--- src/rtl/fifo_arb_ctrl.sv ---
// rtl/fifo_arb_ctrl.sv - round-robin write arbiter, pointers and registered read in front of fifo_mem
// Optional almost_full output is built only when FIFO_ARB_ALMOST_FULL_EN is defined.
module fifo_arb_ctrl #(
  parameter int ADDR_SIZE = 4,
  parameter int DATA_SIZE = 8,
  parameter int NUM_REQ   = 4,
  parameter int AF_THRESH = 12
) (
  input  logic                           w_clk,
  input  logic                           w_rst,
  input  logic [NUM_REQ-1:0]             req,
  input  logic [NUM_REQ*DATA_SIZE-1:0]   req_data,
  output logic [NUM_REQ-1:0]             gnt,
  input  logic                           rd_en,
  output logic [DATA_SIZE-1:0]           rd_data,
  output logic                           rd_valid,
  output logic                           full,
  output logic                           empty,
  output logic [ADDR_SIZE:0]             count,
`ifdef FIFO_ARB_ALMOST_FULL_EN
  output logic                           almost_full,
`endif
  output logic                           mem_w_en,
  output logic                           mem_w_full,
  output logic [ADDR_SIZE-1:0]           mem_w_addr,
  output logic [DATA_SIZE-1:0]           mem_w_data,
  output logic [ADDR_SIZE-1:0]           mem_r_addr,
  input  logic [DATA_SIZE-1:0]           mem_r_data
);

  localparam int              RR_W    = $clog2(NUM_REQ);
  localparam logic [RR_W-1:0] RR_INIT = RR_W'(NUM_REQ - 1);

  if (NUM_REQ < 2 || AF_THRESH < 1) begin : g_bad_params
    $error("fifo_arb_ctrl: NUM_REQ must be >= 2 and AF_THRESH >= 1");
  end

  logic [ADDR_SIZE:0]   wptr_q, wptr_d;
  logic [ADDR_SIZE:0]   rptr_q, rptr_d;
  logic [RR_W-1:0]      rr_last_q, rr_last_d;
  logic [DATA_SIZE-1:0] rd_data_q, rd_data_d;
  logic                 rd_valid_q, rd_valid_d;

  logic [NUM_REQ-1:0]   grant;
  logic [RR_W-1:0]      grant_idx;
  logic                 grant_found;
  logic                 wr_acc;
  logic                 rd_acc;

  // Occupancy flags come straight from the registered pointers.
  assign count = wptr_q - rptr_q;
  assign empty = (wptr_q == rptr_q);
  assign full  = (wptr_q[ADDR_SIZE] != rptr_q[ADDR_SIZE]) &&
                 (wptr_q[ADDR_SIZE-1:0] == rptr_q[ADDR_SIZE-1:0]);

`ifdef FIFO_ARB_ALMOST_FULL_EN
  localparam logic [ADDR_SIZE:0] AF_LEVEL = (ADDR_SIZE+1)'(AF_THRESH);
  assign almost_full = (count >= AF_LEVEL);
`endif

  // Scan starts one past the last winner; grants are suppressed while in reset.
  always_comb begin
    grant       = '0;
    grant_idx   = rr_last_q;
    grant_found = 1'b0;
    if (!w_rst && !full) begin
      for (int k = 1; k <= NUM_REQ; k++) begin
        if (!grant_found && req[(int'(rr_last_q) + k) % NUM_REQ]) begin
          grant_found                               = 1'b1;
          grant[(int'(rr_last_q) + k) % NUM_REQ]    = 1'b1;
          grant_idx                                 = RR_W'((int'(rr_last_q) + k) % NUM_REQ);
        end
      end
    end
  end

  always_comb begin
    mem_w_data = '0;
    for (int i = 0; i < NUM_REQ; i++) begin
      if (grant[i]) begin
        mem_w_data = mem_w_data | req_data[i*DATA_SIZE +: DATA_SIZE];
      end
    end
  end

  assign wr_acc = |grant;
  assign rd_acc = rd_en && !empty;

  assign gnt        = grant;
  assign mem_w_en   = wr_acc;
  assign mem_w_full = full;
  assign mem_w_addr = wptr_q[ADDR_SIZE-1:0];
  assign mem_r_addr = rptr_q[ADDR_SIZE-1:0];
  assign rd_data    = rd_data_q;
  assign rd_valid   = rd_valid_q;

  always_comb begin
    wptr_d     = wptr_q + {{ADDR_SIZE{1'b0}}, wr_acc};
    rptr_d     = rptr_q + {{ADDR_SIZE{1'b0}}, rd_acc};
    rr_last_d  = wr_acc ? grant_idx : rr_last_q;
    rd_data_d  = rd_acc ? mem_r_data : rd_data_q;
    rd_valid_d = rd_acc;
  end

  always_ff @(posedge w_clk) begin
    if (w_rst) begin
      wptr_q     <= '0;
      rptr_q     <= '0;
      rr_last_q  <= RR_INIT;
      rd_data_q  <= '0;
      rd_valid_q <= 1'b0;
    end else begin
      wptr_q     <= wptr_d;
      rptr_q     <= rptr_d;
      rr_last_q  <= rr_last_d;
      rd_data_q  <= rd_data_d;
      rd_valid_q <= rd_valid_d;
    end
  end

endmodule

--- config.mk ---
export PLATFORM = sky130hd
export DESIGN_NAME = fifo_arb_ctrl
export DESIGN_NICKNAME = d
export VERILOG_FILES = /design/src/rtl/fifo_arb_ctrl.sv
export SDC_FILE = /design/constraint.sdc
export NUM_CORES = 1
export LEC_CHECK = 0
export ABC_AREA = 1
export CORE_AREA = 3 3 68 70
export CTS_CLUSTER_DIAMETER = 200
export DETAILED_ROUTE_END_ITERATION = 8
export DIE_AREA = 0 0 71 73
export HOLD_SLACK_MARGIN = 0.02
export PLACE_DENSITY = 0.91
export RECOVER_POWER = 50
export SLEW_MARGIN = 10
export SYNTH_ARGS = -nofsm -noshare
export SYNTH_HDL_FRONTEND = slang
export SYNTH_SLANG_ARGS = --single-unit
--- constraint.sdc ---
create_clock -name w_clk -period 4.4 [get_ports w_clk]
set_clock_uncertainty 0.05 [all_clocks]
set_input_delay 0.88 -clock w_clk [delete_from_list [all_inputs] [get_ports w_clk]]
set_output_delay 0.88 -clock w_clk [all_outputs]
set_load 0.005 [all_outputs]
==> flow_summary.json, run 1 <==
{
  "grtUsageMet3_pct": 3.99,
  "r2r_setup_slack_ns": 1.32,
  "min_period_over_period_pct": 93.6,
  "syn_area_um2": 1810,
  "finalNetCount": 403,
  "cts_resized": 0,
  "rr_worst_depth": 17,
  "drc": 0,
  "worstPathArrival_ns": 3.19,
  "final.min_clock_period_ns": 4.12,
  "timing.rr.start": "rr_last_q[0]",
  "grt_pass1_vias": 1738,
  "hp-start": "rd_data[0]",
  "drive_gt1_share_pct": 10.4,
  "hold_ws_ns": 0.427,
  "grt-ovfl-total": 0,
  "fmax_mhz": 243,
  "worstHoldPathType": "reg2reg",
  "gp_congestion": 0.841,
  "use_met2_pct": 32.9,
  "outcome": "finished clean",
  "top_usage_layer": "met2",
  "worstHoldEndpoint": "rd_data[0]",
  "port_buffers": 84,
  "fp.dieW_um": 71,
  "antenna_cells": 0,
  "initialDrtViolationCount": 83,
  "layout_common_cells": "66 x clkdlybuf4s50_1, 65 x nand2_1, 31 x nor2_1",
  "dieHeight_um": 73,
  "ys_types": 30,
  "drv_cap": 0,
  "vias_per_cell": 4.90,
  "vias": 1900,
  "cts.reportedPaths.clkPinSlew_ns": 0.07,
  "clock_sinks": 21,
  "worst_r2r_endpoint": "wptr_q[4]",
  "gr-usage-all-layers_pct": 17.7,
  "timing_worst_setup_path_type": "reg2out",
  "syn-num-nets": 325,
  "grt_util_met1_pct": 20.6,
  "layout_commonest_cell": "clkdlybuf4s50_1",
  "hold_path_depth": 2,
  "hpwl_um": 3760,
  "numCtsBuffers": 3,
  "worstSetupStartpointType": "register",
  "finalHoldViolCount": 0,
  "cp-end-kind": "output pin",
  "fillCellCount": 343,
  "yosys_warnings": 0,
  "synth-seq-cells": 21,
  "netlist_instances": 261,
  "syn_avg_cell_area_um2": 6.95,
  "h-tree-depth": 1,
  "required_ns": 3.47,
  "cts_tree": "done",
  "routed_wl_um": 4520,
  "wire_per_inst_um": 11.6,
  "firstDrtPassIters": 4,
  "die_area_um2": 5180,
  "setup_viol": 0,
  "ir_drop_v": 0.000341,
  "cts_root_buffer": "clkbuf_8",
  "clock_latency_ns": 0.26,
  "postCtsSetupRepairBufs": 0,
  "power_density_nw_per_um2": 543,
  "antenna_left": 0,
  "cts_hold_buf": 0,
  "fin_setup_tns_ns": 0,
  "slew_headroom_pct": 61.2,
  "rsz0062_at_grt": "false",
  "ys_seq_area_share_pct": 23.2,
  "grt_max_degree": 13,
  "antenna_found_initial": 0,
  "coreArea_um2": 4030,
  "cp_max_fo": 12,
  "io_pins": 85,
  "row_count": 23,
  "start_util_pct": 45.0,
  "worstMarginPinSlew_ns": 0.582,
  "clock_path_buffers": 2,
  "grt_pass1_wl_um": 7590,
  "area_growth_pct": 47.9,
  "p_leak_nw": 1.24,
  "finalMaxSlewViolations": 0
}
## Yosys cell counts, drive strengths merged
cell	number	area, um2
o21ai	15	78.8
o22ai	1	6.26
nand2	80	368
dfxtp	21	420
inv	30	123
xor2	4	35.0
clkinv	2	7.51
buf	10	78.8
nor2	35	174
ha	16	200
nand4	9	56.3
fa	1	20.0
nand3	25	160
a21boi	1	18.8
a21oi	5	25.0
xnor2	4	35.0
clkbuf	2	7.51
## per-stage QoR
step	utilization, %	std cells	cell area [um2]	total power (W)	worst slack, ns
4_1_cts	66.6	388	2680	0.00150	0.237
3_5_place_dp	65.5	384	2640	0.00137	0.406
2_1_floorplan	-	261	1810	0.000936	1.47
6_report	66.6	388	2680	0.00146	0.282
5_1_grt	66.6	388	2680	0.00160	0.0439
3_3_place_gp	65.5	384	2640	0.00134	0.463
## worst max path at each step
stage / startpoint / endpoint / slack [ns] / cells past startpoint
after floorplan: rr_last_q[0] / mem_w_data[0] / 1.47 / 12
after global routing: rr_last_q[0] / mem_w_data[5] / 0.04 / 12
final: rr_last_q[0] / mem_w_data[5] / 0.28 / 12
after detailed placement: req[3] / mem_w_data[5] / 0.41 / 12
after CTS: rr_last_q[0] / mem_w_data[5] / 0.24 / 12
after global placement: req[2] / mem_w_data[5] / 0.46 / 12
## metal layers
layer	routed length [um]	up-vias
li1	-	978
met1	1930	848
met2	2270	70
met3	269	4
met4	49	0
met5	0	-
## logic make-up (layout without fill, tap and decap cells)
family,after synthesis,in the layout,share of synthesized area (%)
AND/OR/NAND/NOR,149,149,41.8
flip-flops,21,21,23.2
AO/OA/AOI/OAI,22,22,7.10
buffers and inverters,44,121,11.9
adder cells (fa/ha/maj),17,17,12.1
XOR/XNOR,8,8,3.86
## layout make-up
class / instances / area [um2] / area share, %
clock buffers: 4 / 45.0 / 1.68
inverters: 32 / 130 / 4.85
multi-input cells: 196 / 1180 / 43.9
flip-flops and latches: 21 / 420 / 15.7
well taps: 50 / 62.6 / 2.33
repair buffers: 85 / 848 / 31.6
## state kept, by name, summed over array words and instances, names as in the netlist
name       cells
wptr_q         5
rd_data        8
rd_valid       1
rr_last_q      2
rptr_q         5
## critical path, cell delays in order (launching register included)
cell and delay (ns):
dfxtp_1 0.69, inv_8 0.11, ha_1 0.40, inv_1 0.14, nand3_2 0.11, nand2_4 0.15, nand2_4 0.08, nor2_8 0.12
nand3_2 0.13, a21boi_4 0.30, nand2_1 0.09, nand4_1 0.11, clkdlybuf4s50_1 0.50
## report_power, final
group	internal [W]	switching (W)	total [W]	leakage (nW)
Clock	0.0000643	0.0000579	0.000122	0.0228
Combinational	0.000509	0.000535	0.00104	1.04
Sequential	0.000242	0.0000488	0.000290	0.172
Total	0.000815	0.000642	0.00146	1.24
Note: power is estimated with default switching activity, not from simulation.
==> run 2, diff against run 1 <==
Settings changed: CORE_AREA 3 3 68 70 to 8 8 73 75, DIE_AREA 0 0 71 73 to 0 0 81 83.
==> run 2 against run 1 <==
Non-clock buffer count unchanged. Combinational power about the same. Clock power up 5%. Power up 1.6%. Flip-flop and latch count unchanged. Largest power group unchanged.
==> flow_summary.json, run 2 (synthesis results as in run 1) <==
{
  "numCtsBuffers": 3,
  "io_pins": 85,
  "layout_common_cells": "66 x clkdlybuf4s50_1, 65 x nand2_1, 31 x nor2_1",
  "cts_root_buffer": "clkbuf_8",
  "row_count": 24,
  "switchingPower_w": 0.000664,
  "finalCoreUtilization_pct": 63.9,
  "worstPathArrival_ns": 3.21,
  "p_int_w": 0.000817,
  "hold_ws_ns": 0.428,
  "worstMarginPinSlew_ns": 0.571,
  "cts_tree": "done",
  "grt-ovfl-total": 0,
  "ir_drop_v": 0.000324,
  "grt_pass1_vias": 1909,
  "gp_congestion": 0.870,
  "clock_latency_ns": 0.26,
  "combPwrFrac_pct": 71.7,
  "power_density_nw_per_um2": 551,
  "vias": 1880,
  "clock_sinks": 21,
  "worstHoldPathType": "reg2reg",
  "finalNetCount": 403,
  "grt_max_degree": 13,
  "routed_wl_um": 5200,
  "drive_gt1_share_pct": 10.7,
  "cts.reportedPaths.clkPinSlew_ns": 0.08,
  "outcome": "finished clean",
  "finalMaxSlewViolations": 0,
  "port_buffers": 84,
  "dp.cells": 386,
  "power.share.switching_pct": 44.9,
  "cts_hold_buf": 0,
  "p_leak_nw": 1.24,
  "min_period_over_period_pct": 94.2,
  "fillCellCount": 393,
  "timing_worst_setup_path_type": "reg2out",
  "fmax_mhz": 241,
  "die_area_um2": 6720,
  "fin_setup_tns_ns": 0,
  "fin_cells": 390,
  "vias_per_cell": 4.82,
  "hpwl_um": 4310,
  "pwr-share-clk_pct": 8.7,
  "firstDrtPassIters": 4,
  "initialDrtViolationCount": 70,
  "fp.dieW_um": 81,
  "grt_pass1_wl_um": 8630,
  "layout_commonest_cell": "clkdlybuf4s50_1",
  "cp-end-kind": "output pin",
  "final.min_clock_period_ns": 4.14,
  "drv_cap": 0,
  "postCtsSetupRepairBufs": 0,
  "h-tree-depth": 1,
  "cp_max_fo": 12,
  "clock_path_buffers": 2,
  "antenna_cells": 0,
  "slew_headroom_pct": 61.9,
  "area_growth_pct": 48.1,
  "largest_reg_flops": 8,
  "seqPwrFrac_pct": 19.6,
  "antenna_found_initial": 0,
  "gr-usage-all-layers_pct": 15.3,
  "finalHoldViolCount": 0,
  "dieHeight_um": 83,
  "coreArea_um2": 4200,
  "rsz0062_at_grt": "false",
  "drc": 0,
  "setup_viol": 0,
  "cts_resized": 0,
  "start_util_pct": 43.2,
  "antenna_left": 0,
  "wire_per_inst_um": 13.3,
  "required_ns": 3.47,
  "worstSetupStartpointType": "register"
}
-- run 2: changes by cell type in the layout (fill, tap and decap cells not counted), sizes merged --
| cell | change |
|---|---|
| clkinv | +1 |
| clkbuf | -1 |
-- run 2: worst max-delay path, stage by stage (launching register included) --
cell and delay [ns]:
dfxtp_1 0.69, inv_8 0.10, ha_1 0.40, inv_1 0.14, nand3_2 0.11, nand2_4 0.15, nand2_4 0.08, nor2_8 0.12
nand3_2 0.12, a21boi_4 0.31, nand2_1 0.10, nand4_1 0.11, clkdlybuf4s50_1 0.51
-- run 2: final cells by class --
cell class	count	area [um2]	share of cell area (%)
Clock buffer	3	41.3	1.54
Clock inverter	1	5.00	0.186
Inverter	32	130	4.84
Multi-Input combinational cell	196	1180	43.8
Sequential cell	21	420	15.6
Tap cell	52	65.1	2.42
Timing Repair Buffer	85	848	31.6
-- run 2: final timing paths --
| check | slack, ns | depth (start not counted) | start | endpoint |
|---|---|---|---|---|
| min | 0.43 | 2 | wptr_q[4] | wptr_q[4] |
| max reg2reg | 1.31 | 17 | rr_last_q[0] | wptr_q[4] |
| max | 0.26 | 12 | rr_last_q[0] | mem_w_data[5] |
| min reg2reg | 0.43 | 2 | wptr_q[4] | wptr_q[4] |
-- run 2: routing by layer --
metal	track usage [%]	routed length [um]	up-vias
met5	0	0	-
met4	2.76	27	0
met3	3.23	377	2
met2	28.5	2580	59
met1	17.1	2220	843
li1	-	-	976
-- run 2: stage by stage --
step | setup WS [ns] | power (W) | instance area (um2)
floorplan | 1.47 | 0.000936 | 1810
global placement | 0.451 | 0.00135 | 2640
detailed placement | 0.374 | 0.00139 | 2640
CTS | 0.243 | 0.00152 | 2690
global route | 0.00529 | 0.00162 | 2690
finish | 0.256 | 0.00148 | 2690
-- run 2: power by group through the flow --
stage                     registers, W  logic (W)  clock network [W]
after CTS                     0.000292    0.00110           0.000129
after global routing          0.000300    0.00118           0.000137
after global placement        0.000294    0.00106                  0
after detailed placement      0.000297    0.00109                  0
final                         0.000290    0.00106           0.000128
after floorplan               0.000283   0.000653                  0
==> run 3, diff against run 2 <==
Settings changed: PLACE_DENSITY 0.91 to unset, PLACE_DENSITY_LB_ADDON set to 0.12.
==> run 3 against run 2 <==
Flip-flop and latch count is the same. Power is 0.89% lower. Combinational power barely moved. First-iteration DRC count is 13% lower. Routed wire length down 5.3%. Cell area is 0.33% higher. Global-route usage fell by 0.49 points. Count of clock-buffer cells in the layout is the same. Hold slack got worse by 0.00066 ns. Core utilization grew 0.21 points. Final cell count up 0.26%. Maximum frequency increased by 4.2%. Critical path type is now in2out. Largest power group unchanged. Highest routed layer unchanged.
==> flow_summary.json, run 3 (synthesis results as in run 1) <==
{
  "drv_cap": 0,
  "fmax_mhz": 251,
  "power_density_nw_per_um2": 544,
  "gr-usage-all-layers_pct": 14.8,
  "total_power_w": 0.00147,
  "finalMaxSlewViolations": 0,
  "worstHoldPathType": "reg2reg",
  "dieHeight_um": 83,
  "min_period_over_period_pct": 90.4,
  "outcome": "finished clean",
  "cp-end-kind": "output pin",
  "hp-start": "rd_data[3]",
  "rsz0062_at_grt": "false",
  "firstDrtPassIters": 4,
  "cpMaxStageDelayCell": "clkdlybuf4s50_1",
  "coreArea_um2": 4200,
  "clock_latency_ns": 0.25,
  "gp_congestion": 0.813,
  "worst_r2r_endpoint": "wptr_q[4]",
  "antenna_left": 0,
  "finalHoldViolCount": 0,
  "hold_ws_ns": 0.428,
  "routed_wl_um": 4930,
  "grt_pass1_wl_um": 8390,
  "ir_drop_v": 0.000284,
  "grtUsageMet3_pct": 3.66,
  "slew_headroom_pct": 76.4,
  "initialDrtViolationCount": 61,
  "cts.reportedPaths.clkPinSlew_ns": 0.07,
  "fin_setup_tns_ns": 0,
  "max_stage_delay_ns": 0.52,
  "grt_pass1_vias": 1752,
  "start_util_pct": 43.2,
  "crit_start": "req[1]",
  "timing_worst_setup_path_type": "in2out",
  "cts_root_buffer": "clkbuf_8",
  "top_usage_layer": "met2",
  "port_buffers": 84,
  "worstHoldEndpoint": "rd_data[3]",
  "vias": 1861,
  "antenna_cells": 0,
  "cts_tree": "done",
  "finalNetCount": 404,
  "clock_path_buffers": 2,
  "vias_per_cell": 4.76,
  "finalCoreUtilization_pct": 64.1,
  "cts_hold_buf": 0,
  "postCtsSetupRepairBufs": 0,
  "hpwl_um": 4100,
  "fp.dieW_um": 81,
  "row_count": 24,
  "area_growth_pct": 48.6,
  "die_area_um2": 6720,
  "wire_per_inst_um": 12.6,
  "io_pins": 85,
  "clock_sinks": 21,
  "drc": 0,
  "worstSetupStartpointType": "input port",
  "largest_reg_flops": 8,
  "required_ns": 3.47,
  "grt-ovfl-total": 0,
  "grt_util_met1_pct": 19.3,
  "final.min_clock_period_ns": 3.98,
  "rr_worst_depth": 17,
  "drive_gt1_share_pct": 11.2,
  "timing.rr.start": "rr_last_q[0]",
  "numCtsBuffers": 3,
  "layout_common_cells": "66 x clkdlybuf4s50_1, 65 x nand2_1, 31 x nor2_1",
  "fillCellCount": 385,
  "worstMarginPinSlew_ns": 0.354,
  "use_met2_pct": 24.2,
  "h-tree-depth": 1,
  "p_leak_nw": 1.25,
  "layout_commonest_cell": "clkdlybuf4s50_1",
  "antenna_found_initial": 0,
  "critical_path.cell_chain": "clkdlybuf4s50_1 -> inv_1 -> nand2_1 -> nand3_1 -> nand2_2 -> nand3_1 -> nand2_4 -> nor2_8 -> a21boi_4 -> nand2_1 -> nand4_1 -> clkdlybuf4s50_1",
  "r2r_setup_slack_ns": 1.47,
  "cp_max_fo": 9,
  "setup_viol": 0,
  "grt_max_degree": 13,
  "worstPathArrival_ns": 3.05,
  "hold_path_depth": 2
}
==> run 3: cell count changes in the layout (fill, tap and decap cells not counted), sizes merged <==
cell / delta
buf: +1
==> run 3: worst max path at each step <==
stage | endpoint | slack [ns]
6_report | mem_w_data[4] | 0.42
3_3_place_gp | mem_w_data[2] | 0.44
5_1_grt | mem_w_data[3] | 0.21
3_5_place_dp | mem_w_data[2] | 0.41
2_1_floorplan | mem_w_data[0] | 1.47
4_1_cts | mem_w_data[2] | 0.20
==> run 3: area by class of cell <==
cell class | count | area (um2) | area share [%]
clock buffers | 3 | 41.3 | 1.53
clock inverters | 1 | 5.00 | 0.186
inverters | 32 | 130 | 4.83
multi-input cells | 196 | 1180 | 43.7
flip-flops and latches | 21 | 422 | 15.6
well taps | 52 | 65.1 | 2.41
repair buffers | 86 | 856 | 31.7
==> run 3: layer usage <==
metal / wire length (um) / up-vias
li1: - / 983
met1: 2270 / 819
met2: 2230 / 57
met3: 395 / 2
met4: 27 / 0
met5: 0 / -
==> run 3: timing repair <==
action | 4_1_cts | 5_1_grt
hold endpoints to repair | 0 | 0
setup endpoints to repair | 0 | 5
resized for setup | 0 | 1
==> run 3: worst max-delay path: cells and delay by family <==
family / cells / cell delay [ns]
buffers and inverters: 3 / 1.09
AND/OR/NAND/NOR: 8 / 0.79
AO/OA/AOI/OAI: 1 / 0.27
==> run 3: power breakdown <==
| part | internal (W) | leakage, nW | switching, W |
|---|---|---|---|
| Sequential | 0.000242 | 0.171 | 0.0000399 |
| Combinational | 0.000513 | 1.05 | 0.000550 |
| Clock | 0.0000629 | 0.0255 | 0.0000589 |
| Total | 0.000818 | 1.25 | 0.000649 |
==> run 3: per-stage QoR <==
| stage | instances | area, um2 | worst slack [ns] |
|---|---|---|---|
| floorplan | 261 | 1810 | 1.47 |
| global placement | 387 | 2650 | 0.437 |
| detailed placement | 387 | 2650 | 0.405 |
| CTS | 391 | 2700 | 0.200 |
| global route | 391 | 2700 | 0.211 |
| finish | 391 | 2700 | 0.422 |
